===== src/rtl/display_pkg.sv =====
// Shared types and defaults for the display arbiter.
// The state encoding is chosen so that each state value is also its grant vector.
package display_pkg;

    localparam int DATA_W_DEFAULT = 16;

    typedef enum logic [1:0] {
        IDLE = 2'b00,
        OWN0 = 2'b01,
        OWN1 = 2'b10
    } state_t;

endpackage


===== src/rtl/dwell_timer.sv =====
// Ownership dwell counter: cleared on an ownership change, counts while enabled,
// and saturates at DWELL_CYCLES-1, where it signals expiry.
module dwell_timer #(
    parameter int DWELL_CYCLES = 25000000,
    localparam int CNT_W = $clog2(DWELL_CYCLES + 1)
) (
    input  logic clk,
    input  logic rst,
    input  logic clear,
    input  logic enable,
    output logic expired
);

    localparam logic [CNT_W-1:0] CNT_LAST = CNT_W'(DWELL_CYCLES - 1);

    logic [CNT_W-1:0] cnt;

    // NOTE: sequential state is written with <= only, so every flop samples pre-edge values.
    always_ff @(posedge clk) begin
        if (rst) begin
            cnt <= '0;
        end else if (clear) begin
            cnt <= '0;
        end else if (enable && !expired) begin
            cnt <= cnt + 1'b1;
        end
    end

    assign expired = (cnt == CNT_LAST);

endmodule


===== src/rtl/display_arbiter.sv =====
// Two-requester round-robin display arbiter with a minimum dwell per grant.
// Optional macro DISPLAY_ARB_BLANK_IDLE_EN clears disp_data on entering IDLE.
module display_arbiter
    import display_pkg::*;
#(
    parameter int DWELL_CYCLES = 25000000,
    parameter int DATA_W       = DATA_W_DEFAULT
) (
    input  logic              clk,
    input  logic              rst,
    input  logic [1:0]        req,
    input  logic [DATA_W-1:0] data0,
    input  logic [DATA_W-1:0] data1,
    output logic [1:0]        grant,
    output logic [DATA_W-1:0] disp_data,
    output logic              disp_blank
);

    state_t            state;
    state_t            state_next;
    logic              last;
    logic              last_next;
    logic [DATA_W-1:0] data_next;
    logic              expired;

    // Any state change restarts the dwell, so a hand-over starts the new owner at zero.
    dwell_timer #(
        .DWELL_CYCLES(DWELL_CYCLES)
    ) u_timer (
        .clk    (clk),
        .rst    (rst),
        .clear  (state_next != state),
        .enable (state != IDLE),
        .expired(expired)
    );

    // Outputs are registered from the next-state values so grant and data move together.
    always_ff @(posedge clk) begin
        if (rst) begin
            state      <= IDLE;
            last       <= 1'b1;
            grant      <= 2'b00;
            disp_data  <= '0;
            disp_blank <= 1'b1;
        end else begin
            state      <= state_next;
            last       <= last_next;
            grant      <= state_next;
            disp_data  <= data_next;
            disp_blank <= (state_next == IDLE);
        end
    end

    // NOTE: every comb output gets a default first, so no path can infer a latch.
    always_comb begin
        state_next = state;
        unique case (state)
            IDLE: begin
                unique case (req)
                    2'b01:   state_next = OWN0;
                    2'b10:   state_next = OWN1;
                    2'b11:   state_next = last ? OWN0 : OWN1;
                    default: state_next = IDLE;
                endcase
            end
            OWN0: begin
                if (expired) begin
                    if (req[1])      state_next = OWN1;
                    else if (req[0]) state_next = OWN0;
                    else             state_next = IDLE;
                end
            end
            OWN1: begin
                if (expired) begin
                    if (req[0])      state_next = OWN0;
                    else if (req[1]) state_next = OWN1;
                    else             state_next = IDLE;
                end
            end
            default: state_next = IDLE;
        endcase
    end

    always_comb begin
        last_next = last;
        data_next = disp_data;
        unique case (state_next)
            OWN0: begin
                last_next = 1'b0;
                if (state != OWN0 || req[0]) data_next = data0;
            end
            OWN1: begin
                last_next = 1'b1;
                if (state != OWN1 || req[1]) data_next = data1;
            end
            default: begin
`ifdef DISPLAY_ARB_BLANK_IDLE_EN
                data_next = '0;
`else
                data_next = disp_data;
`endif
            end
        endcase
    end

endmodule


===== config.mk =====
export PLATFORM = sky130hd
export DESIGN_NAME = display_arbiter
export DESIGN_NICKNAME = d
export VERILOG_FILES = /design/src/rtl/display_pkg.sv /design/src/rtl/dwell_timer.sv /design/src/rtl/display_arbiter.sv
export SDC_FILE = /design/constraint.sdc
export NUM_CORES = 1
export LEC_CHECK = 0
export ABC_AREA = 0
export CORE_ASPECT_RATIO = 1.5
export CORE_MARGIN = 5
export CORE_UTILIZATION = 53
export DETAILED_ROUTE_END_ITERATION = 10
export HOLD_SLACK_MARGIN = 0.02
export PLACE_DENSITY = 0.93
export SYNTH_ARGS = -nofsm -noshare
export SYNTH_HDL_FRONTEND = slang
export SYNTH_SLANG_ARGS = --single-unit

===== constraint.sdc =====
create_clock -name clk -period 6.5 [get_ports clk]
set_clock_uncertainty 0.05 [all_clocks]
set_input_delay 1.95 -clock clk [delete_from_list [all_inputs] [get_ports clk]]
set_output_delay 1.95 -clock clk [all_outputs]
set_load 0.05 [all_outputs]

; ---- Word level (Yosys, flattened, before mapping)
; Cells that the tools add are included.
[totals]
ff_bits = 45
elab_cells = 42
[classes]
n_mux = 13
n_eq_ne = 13
n_addsub = 1
reduce_logical = 10
[op_table]
columns = op, count
row1 = 16-bit 2-to-1 mux, 2
row2 = 16-bit case mux with 2 select lines, 1
row3 = "25-bit by 1-bit adder with 25-bit output, second input constant", 1
row4 = "25-bit == test, second input constant", 1
row5 = 2-bit 2-to-1 mux, 6
row6 = 2-bit case mux with 3 select lines, 2
row7 = "2-bit == test, second input constant", 4
row8 = "2-bit by 1-bit == test with 1-bit output, second input constant", 3
row9 = "2-bit inequality test, second input constant", 3
row10 = 2-bit logical NOT, 2
row11 = 2-bit nonzero test, 2
row12 = 3-bit AND reduction, 1
row13 = 1-bit logical OR, 2
row14 = "2-bit by 1-bit inequality test with 1-bit output, second input constant", 1
row15 = 2-bit inequality test, 1
row16 = 1-bit case mux with 2 select lines, 1
row17 = 2-bit OR reduction, 1
row18 = 1-bit logical AND, 1
row19 = 1-bit logical NOT, 1
row20 = 1-bit 2-to-1 mux, 1

; ---- Depth between registers and ports, before layout
; Gate-level depths: netlist of run 1.
[depth]
ltp_word = 7
mapped_depth = 14
depth_no_buf = 12

; ---- Hierarchy
; From an unflattened synthesis of run 1, not the netlist that was laid out.
[hier_totals]
cells_unflattened = 296
area_unflattened_um2 = 2452.4
[modules_own_cells]
columns = mod, n_inst, seq_area_each_um2, area_per_inst_um2, cells_per_inst
row1 = dwell_timer, 1, 500.5, 1307.5, 156
row2 = display_arbiter, 1, 400.4, 1144.8, 140

; ---- Worst setup path before layout of run 1
; Ideal clock, no wire load.
[synth_path]
path_type = input-to-reg
from = input req[0]
to = register disp_data[0]
path_buffers = 2
arrival_time_ps = 3990
setup_ps = 86
slack_ps = 2375
stages = 9
required_ps = 6364
path_cell_list = nor2b_1 > a211oi_1 > ha_1 > clkbuf_1 > o22ai_1 > a21oi_1 > clkbuf_1 > nor2_1 > a211oi_1
[synth_between]
elab_chain_len = 7
word_cells_on_any_way = 18
cone_classes = 7 x eq/ne / 8 x mux / 3 x reduce/logical
[synth_rtl]
columns = element, line_no
row1 = start: declaration, display_arbiter.sv:11  ; input logic [1:0] req,
row2 = 1-bit 2-to-1 mux, display_arbiter.sv:69  ; else if (req[0]) state_next = OWN0;
row3 = 2-bit 2-to-1 mux, display_arbiter.sv:68  ; if (req[1]) state_next = OWN1;
row4 = 2-bit 2-to-1 mux, display_arbiter.sv:67  ; if (expired) begin
row5 = 2-bit case mux with 3 select lines, display_arbiter.sv:57  ; unique case (state)
row6 = 2-bit == test or 2-bit by 1-bit == test with 1-bit output (tied branches), display_arbiter.sv:87  ; unique case (state_next)
row7 = 2-bit inequality test (no source line) or 2-bit nonzero test (tied branches), -
row8 = 3-bit AND reduction (no source line), -
row9 = end signal: assignment, display_arbiter.sv:49  ; disp_data <= data_next;
row10 = end: declaration, display_arbiter.sv:15  ; output logic [DATA_W-1:0] disp_data,
; Several ways; a longest one is shown, not always the timed one.
; A chain may end at the register's enable or synchronous reset.

; ---- Worst setup path in the final report of run 1
[layout_path]
from = input req[1]
to = register disp_data[2]
[layout_between]
elab_chain_len = 7
word_cells_on_any_way = 18
cone_classes = 7 x eq/ne / 8 x mux / 3 x reduce/logical
[layout_rtl]
columns = element, line_no
row1 = 2-bit 2-to-1 mux, display_arbiter.sv:76  ; else if (req[1]) state_next = OWN1;
row2 = 2-bit 2-to-1 mux, display_arbiter.sv:75  ; if (req[0]) state_next = OWN0;
row3 = 2-bit 2-to-1 mux, display_arbiter.sv:74  ; if (expired) begin
row4 = 2-bit case mux with 3 select lines, display_arbiter.sv:57
row5 = 2-bit == test or 2-bit by 1-bit == test with 1-bit output (tied branches), display_arbiter.sv:87
row6 = 2-bit inequality test (no source line) or 2-bit nonzero test (tied branches), -
row7 = 3-bit AND reduction (no source line), -
; Several ways; a longest one is shown, not always the timed one.

==> reports/metrics.yaml, run 1 <==
setup_tns_ns: 0
worst-path-buf-inv: 2
cp-start-kind: "primary input"
critPathMaxFanout: 19
post_cts_buffers: 0
grt_antenna_before_repair: 0
die-height_um: 89.60
syn-instance-count: 257
cts_inserted_buffers: 5
die_w_um: 63.06
rows: 29
grt_max_degree: 26
cp_data_arrival_time_ns: 5.34
end_kind: "flop"
dr.pass1.iters: 4
n_antenna_cell: 0
final_hold_viol_count: 0
critPathTopFamily: "compound AO/OA/AOI/OAI gates"
track_usage_pct: 19.56
dpl_cell_area_sq_um: 2794
final_common_cell: "clkdlybuf4s50_1"
clkPwrFrac_pct: 24.1
yosysWarnings: 0
slew_violations: 0
p_leak_nw: 0.9629
final_cell_mix: "clkdlybuf4s50_1, nor2_1, dfxtp_1"
synth_cell_types: 38
cts_tree: "done"
clk_path_buf_depth: 2
cp_data_required_time_ns: 6.65
ys_seq_elements: 45
p_comb_share_pct: 37.9
die_area_sq_um: 5650
drt-initial-drc-count: 144
powerDensity_nw_per_um2: 303.8
drc: 0
finalHoldWorstSlack_ns: 0.4508
start_util_pct: 53.64
fin_ws_ns: 1.313
wl_met3_um: 494
synthesis.nets: 297
layout-area-overhead-vs-synth_pct: 29.79
avgSynthCellArea_sq_um: 8.710
hold_class: "flop to flop"
gp_congestion: 0.8420
relSlewSlack_pct: 34.57
p_int_uw: 550.7
postRouteWirelength_um: 5434
core_sq_um: 4173
final-setup-viol-count: 0
fin_area_sq_um: 2905
maxCapViolations: 0
grt_pass1_vias: 1987
critPathSlowestCell: "ha_1"
power.switching_uw: 331.8
htree_levels: 2
ant_nets: 0
io_pins: 55
ir_worst_vdd_mv: 0.2872
power_frac_seq_pct: 38.0
worstPathCellList: "clkdlybuf4s50_1 -> nand2b_1 -> nor2_1 -> a211oi_1 -> ha_1 -> o22ai_1 -> a21oi_2 -> buf_4 -> nor2_1 -> a211oi_1"
fmax_mhz: 192.8
drive_gt1_share_pct: 3.909
final_nets: 346
critical_path.max_stage_delay_ns: 0.89
yosysSeqAreaShare_pct: 40.25
wl_per_cell_um: 15.39
finalPower_uw: 882.5
rsz0062_at_grt: "false"
vias: 2110
wirelength_met1_um: 2036
status: "finished, final reports clean"
syn-cell-area_sq_um: 2238
cts_root_buf: "clkbuf_8"
cts_resized: 0
globalRouteOverflowTotal: 0
routed-wl-met2_um: 2785
via_per_inst: 5.977
p_sw_share_pct: 37.60
min_period_over_period_pct: 79.80
hpwlAfterDp_um: 4081
grt_pass1_wl_um: 8866
path_class: "primary input to flop"
worst_slew_pin_slew_ns: 0.9815
top_layer_used: "met4"
clkTransAtPathRegs_ns: 0.08
port_buffers: 54
clock_latency_ns: 0.31
clock-sinks: 45
layout_min_cycle_time_ns: 5.187
dp_slack_ns: 0.9452
cts_hold_buf: 0
==> stage by stage <==
step                util, %  cells
floorplan                 -    257
global placement      66.96    345
detailed placement    66.96    345
CTS                   69.63    353
global route          69.63    353
finish                69.63    353
==> routing by layer <==
metal / vias up / global-route usage, %
li1: 1038 / -
met1: 971 / 19.07
met2: 89 / 36.97
met3: 12 / 7.098
met4: 0 / 8.301
met5: - / 0
==> tightest hold or removal path, cell delays in order, from the launching register on <==
cell      delay (ns)
dfxtp_1         0.32
nor2_1          0.09
a211oi_1        0.05
==> final timing paths <==
check,from,end,slack (ns),depth (start not counted)
setup / recovery,req[1],disp_data[2]$_SDFFE_PP0P_,1.31,10
hold / removal,disp_data[4]$_SDFFE_PP0P_,disp_data[4]$_SDFFE_PP0P_,0.45,2
setup reg to reg,u_timer.cnt[17]$_SDFFE_PP0P_,disp_data[2]$_SDFFE_PP0P_,2.28,11
hold reg to reg,disp_data[4]$_SDFFE_PP0P_,disp_data[4]$_SDFFE_PP0P_,0.45,2
==> flip-flops by register name, indices dropped and copies added (netlist names) <==
signal / count
disp_data: 16
disp_blank: 1
u_timer.cnt: 25
last: 1
state: 2
==> final cells by class <==
cell class                      instances  area (sq um)
Inverter                                3         11.26
Clock inverter                          2         38.79
Tap cell                               46         57.56
Sequential cell                        45         900.9
Multi-Input combinational cell        196          1276
Clock buffer                            6         72.57
Timing Repair Buffer                   55         548.0
Fill cell                             314          1267
==> cells in the mapped netlist <==
cell type / instances / area share (%)
o2111ai_1: 1 / 0.39
ha_1: 4 / 2.2
a21oi_1: 11 / 2.5
o221ai_1: 1 / 0.39
o21a_1: 2 / 0.67
and3_1: 3 / 0.84
xor2_1: 7 / 2.7
a31oi_1: 1 / 0.28
mux2i_1: 18 / 8.0
or4_1: 5 / 1.7
nor3_1: 6 / 1.3
buf_1: 1 / 0.17
clkbuf_1: 8 / 1.3
inv_1: 3 / 0.50
o21ai_0: 5 / 1.1
nand2b_1: 4 / 1.1
or2_2: 1 / 0.28
a31o_2: 1 / 0.39
nand4_1: 8 / 2.2
o31ai_1: 4 / 1.3
o22ai_1: 2 / 0.56
or3_1: 2 / 0.56
o21ai_1: 1 / 0.22
nor2b_1: 2 / 0.56
a211oi_1: 17 / 5.7
nor2_1: 46 / 7.7
o41ai_1: 1 / 0.39
nand3_1: 6 / 1.3
dfxtp_1: 45 / 40
and4_1: 7 / 2.7
xnor2_1: 11 / 4.3
nor4_1: 4 / 1.1
buf_2: 4 / 0.89
o31ai_4: 1 / 0.95
o32ai_1: 1 / 0.39
nand2_1: 11 / 1.8
or4b_1: 1 / 0.45
nor4bb_1: 1 / 0.45
==> cell families after synthesis <==
group | synth area share (%)
simple gates | 24.26
mux | 8.049
fa+ha+maj | 2.236
xor+xnor | 7.043
flops | 40.25
compound gates | 15.26
buf+inv | 2.907
==> power by group through the flow <==
stage	Sequential [mW]	Clock [mW]	Combinational, mW
2_1_floorplan	0.441	0	0.123
3_3_place_gp	0.339	0	0.328
3_5_place_dp	0.340	0	0.337
4_1_cts	0.335	0.215	0.338
5_1_grt	0.339	0.223	0.357
6_report	0.335	0.213	0.335
Power figures use the tool's default switching activity.
==> inputs of run 2 (changes only) <==
--- a/config.mk
+++ b/config.mk
@@ -8,10 +8,10 @@
 export ABC_AREA = 0
 export CORE_ASPECT_RATIO = 1.5
 export CORE_MARGIN = 5
-export CORE_UTILIZATION = 53
+export CORE_UTILIZATION = 44
 export DETAILED_ROUTE_END_ITERATION = 10
 export HOLD_SLACK_MARGIN = 0.02
-export PLACE_DENSITY = 0.93
+export PLACE_DENSITY = 0.83
 export SYNTH_ARGS = -nofsm -noshare
 export SYNTH_HDL_FRONTEND = slang
 export SYNTH_SLANG_ARGS = --single-unit
==> constraint.sdc (replaced) <==
create_clock -name clk -period 4.3 [get_ports clk]
set_clock_uncertainty 0.05 [all_clocks]
set_input_delay 1.29 -clock clk [delete_from_list [all_inputs] [get_ports clk]]
set_output_delay 1.29 -clock clk [all_outputs]
set_load 0.05 [all_outputs]
==> reports/metrics.yaml, run 2 (same netlist as run 1, synthesis figures left out) <==
utilization_pct: 59.98  # -9.6 points
via_per_inst: 5.613  # -6.1%
worst_slew_pin_slew_ns: 0.6110  # -0.3705 ns
layout_min_cycle_time_ns: 3.463
die-height_um: 97.36  # +8.7%
finalPower_mw: 1.282  # +45%
dr.pass1.iters: 5  # +1
critPathMaxFanout: 32  # +13
n_antenna_cell: 0  # unchanged
ant_nets: 0  # unchanged
critPathSlowestCell: "clkdlybuf4s50_1"
path_class: "primary input to flop"
grt_pass1_vias: 2037  # +2.5%
ir_worst_vdd_mv: 0.2623  # -8.7%
multi_input_area_sq_um: 1276  # unchanged
crit_path_end: "disp_data[1]$_SDFFE_PP0P_"
fmax_mhz: 288.8
end_kind: "flop"
post_cts_buffers: 0  # unchanged
postRouteWirelength_um: 5332  # -1.9%
core_sq_um: 4887  # +17%
fin_ws_ns: 0.8369  # -0.4761 ns
final_common_cell: "clkdlybuf4s50_1"
final_nets: 349  # +0.87%
dp_slack_ns: 0.4976  # -0.4476 ns
grt_max_degree: 33  # +27%
drt-initial-drc-count: 121  # -16%
rows: 31  # +6.9%
wl_per_cell_um: 14.22  # -7.6%
final_hold_viol_count: 0  # unchanged
die_area_sq_um: 6643  # +18%
clkTransAtPathRegs_ns: 0.09  # about the same
cp_data_required_time_ns: 4.47  # -2.18 ns
clk_path_buf_depth: 2  # unchanged
regToRegEndpoint: "disp_data[1]$_SDFFE_PP0P_"
drive_gt1_share_pct: 4.854  # +0.95 points
globalRouteOverflowTotal: 0  # unchanged
cts_root_buf: "clkbuf_8"
grt_pass1_wl_um: 9032  # +1.9%
cp_num_cells: 10  # unchanged
fillers: 464  # +48%
regArea_sq_um: 900.9  # unchanged
layout-area-overhead-vs-synth_pct: 30.97
port_buffers: 54  # unchanged
min_period_over_period_pct: 80.54
critical_path.max_stage_delay_ns: 0.52  # -0.37 ns
die_w_um: 68.24  # +8.2%
regMostFlops: "u_timer.cnt"
maxCapViolations: 0  # unchanged
cp-start-kind: "primary input"
cp-startpoint: "req[1]"
cts_tree: "done"
slew_violations: 0  # unchanged
gp_congestion: 0.8699  # +3.3%
status: "finished, final reports clean"
cp_data_arrival_time_ns: 3.64  # -1.70 ns
r2r-start: "u_timer.cnt[0]$_SDFFE_PP0P_"
start_util_pct: 45.80  # -7.8 points
reg2reg_depth: 11  # unchanged
fin_cells: 375  # +6.2%
critPathTopFamily: "compound AO/OA/AOI/OAI gates"
worstPathCellList: "clkdlybuf4s50_1 -> nand2b_1 -> nor2_1 -> a211oi_1 -> ha_1 -> o22ai_1 -> a21oi_2 -> buf_4 -> nor2_1 -> a211oi_1"
cts_resized: 0  # unchanged
cts_inserted_buffers: 5  # unchanged
hold_class: "flop to flop"
largest_reg_flops: 25  # unchanged
track_usage_pct: 17.16  # -2.4 points
htree_levels: 2  # unchanged
drc: 0  # unchanged
p_leak_nw: 0.9653  # +0.25%
io_pins: 55  # unchanged
finalHoldWorstSlack_ns: 0.4505  # -0.0003380 ns
setup_tns_ns: 0  # unchanged
worst-path-buf-inv: 2  # unchanged
powerDensity_nw_per_um2: 437.3  # +44%
clock-sinks: 45  # unchanged
relSlewSlack_pct: 59.02  # +24 points
fin_area_sq_um: 2932  # +0.90%
final-setup-viol-count: 0  # unchanged
rsz0062_at_grt: "false"
dp.cells: 368  # +6.7%
grt_antenna_before_repair: 0  # unchanged
top_regs: "u_timer.cnt x25, disp_data x16, state x2"
vias: 2105  # -0.24%
cts_hold_buf: 0  # unchanged
hpwlAfterDp_um: 3993  # -2.2%
dpl_cell_area_sq_um: 2841  # +1.7%
clock_latency_ns: 0.30  # about the same
final_cell_mix: "clkdlybuf4s50_1, nor2_1, dfxtp_1"
reg2reg_slack_ns: 1.17  # -1.11 ns
==> run 2: worst min-delay path by stage <==
stage	start	endpoint	slack, ns	depth (start not counted)
finish	disp_data[0]$_SDFFE_PP0P_	disp_data[0]$_SDFFE_PP0P_	0.45	2
global route	disp_data[8]$_SDFFE_PP0P_	disp_data[8]$_SDFFE_PP0P_	0.48	2
CTS	disp_data[4]$_SDFFE_PP0P_	disp_data[4]$_SDFFE_PP0P_	0.46	2
detailed placement	disp_data[2]$_SDFFE_PP0P_	disp_data[2]$_SDFFE_PP0P_	0.44	2
global placement	u_timer.cnt[11]$_SDFFE_PP0P_	u_timer.cnt[11]$_SDFFE_PP0P_	0.43	2
floorplan	last$_SDFFE_PP1P_	last$_SDFFE_PP1P_	0.41	2
==> run 2: cell type report <==
cell class / instances / share of cell area [%]
inverter: 3 / 0.3841
sequential: 45 / 30.73
tap: 66 / 2.817
timing repair buffer: 58 / 19.46
clock inverter: 1 / 0.2561
multi-input combinational: 196 / 43.53
clock buffer: 6 / 2.817
==> run 2: worst reg2reg max path, delay by kind of cell, from the launching register on <==
family / cells / cell delay, ns
buffers and inverters: 1 / 0.29
and+or+nand+nor: 3 / 0.56
AOI/OAI and AO/OA: 5 / 1.22
adders and majority gates: 2 / 0.58
DFF: 1 / 0.35
==> run 2: metal layers <==
metal	track usage, %	vias up	wire (um)
li1	-	1049	-
met1	18.12	959	1985
met2	29.64	88	2718
met3	6.829	9	535
met5	0	-	0
met4	5.972	0	93
==> run 2: where the power goes <==
group	switching [mW]	leakage, nW	total (mW)	internal, mW
logic	0.313	0.554	0.505	0.192
clock network	0.144	0.0433	0.271	0.127
registers	0.0364	0.368	0.505	0.469
total	0.494	0.965	1.28	0.788
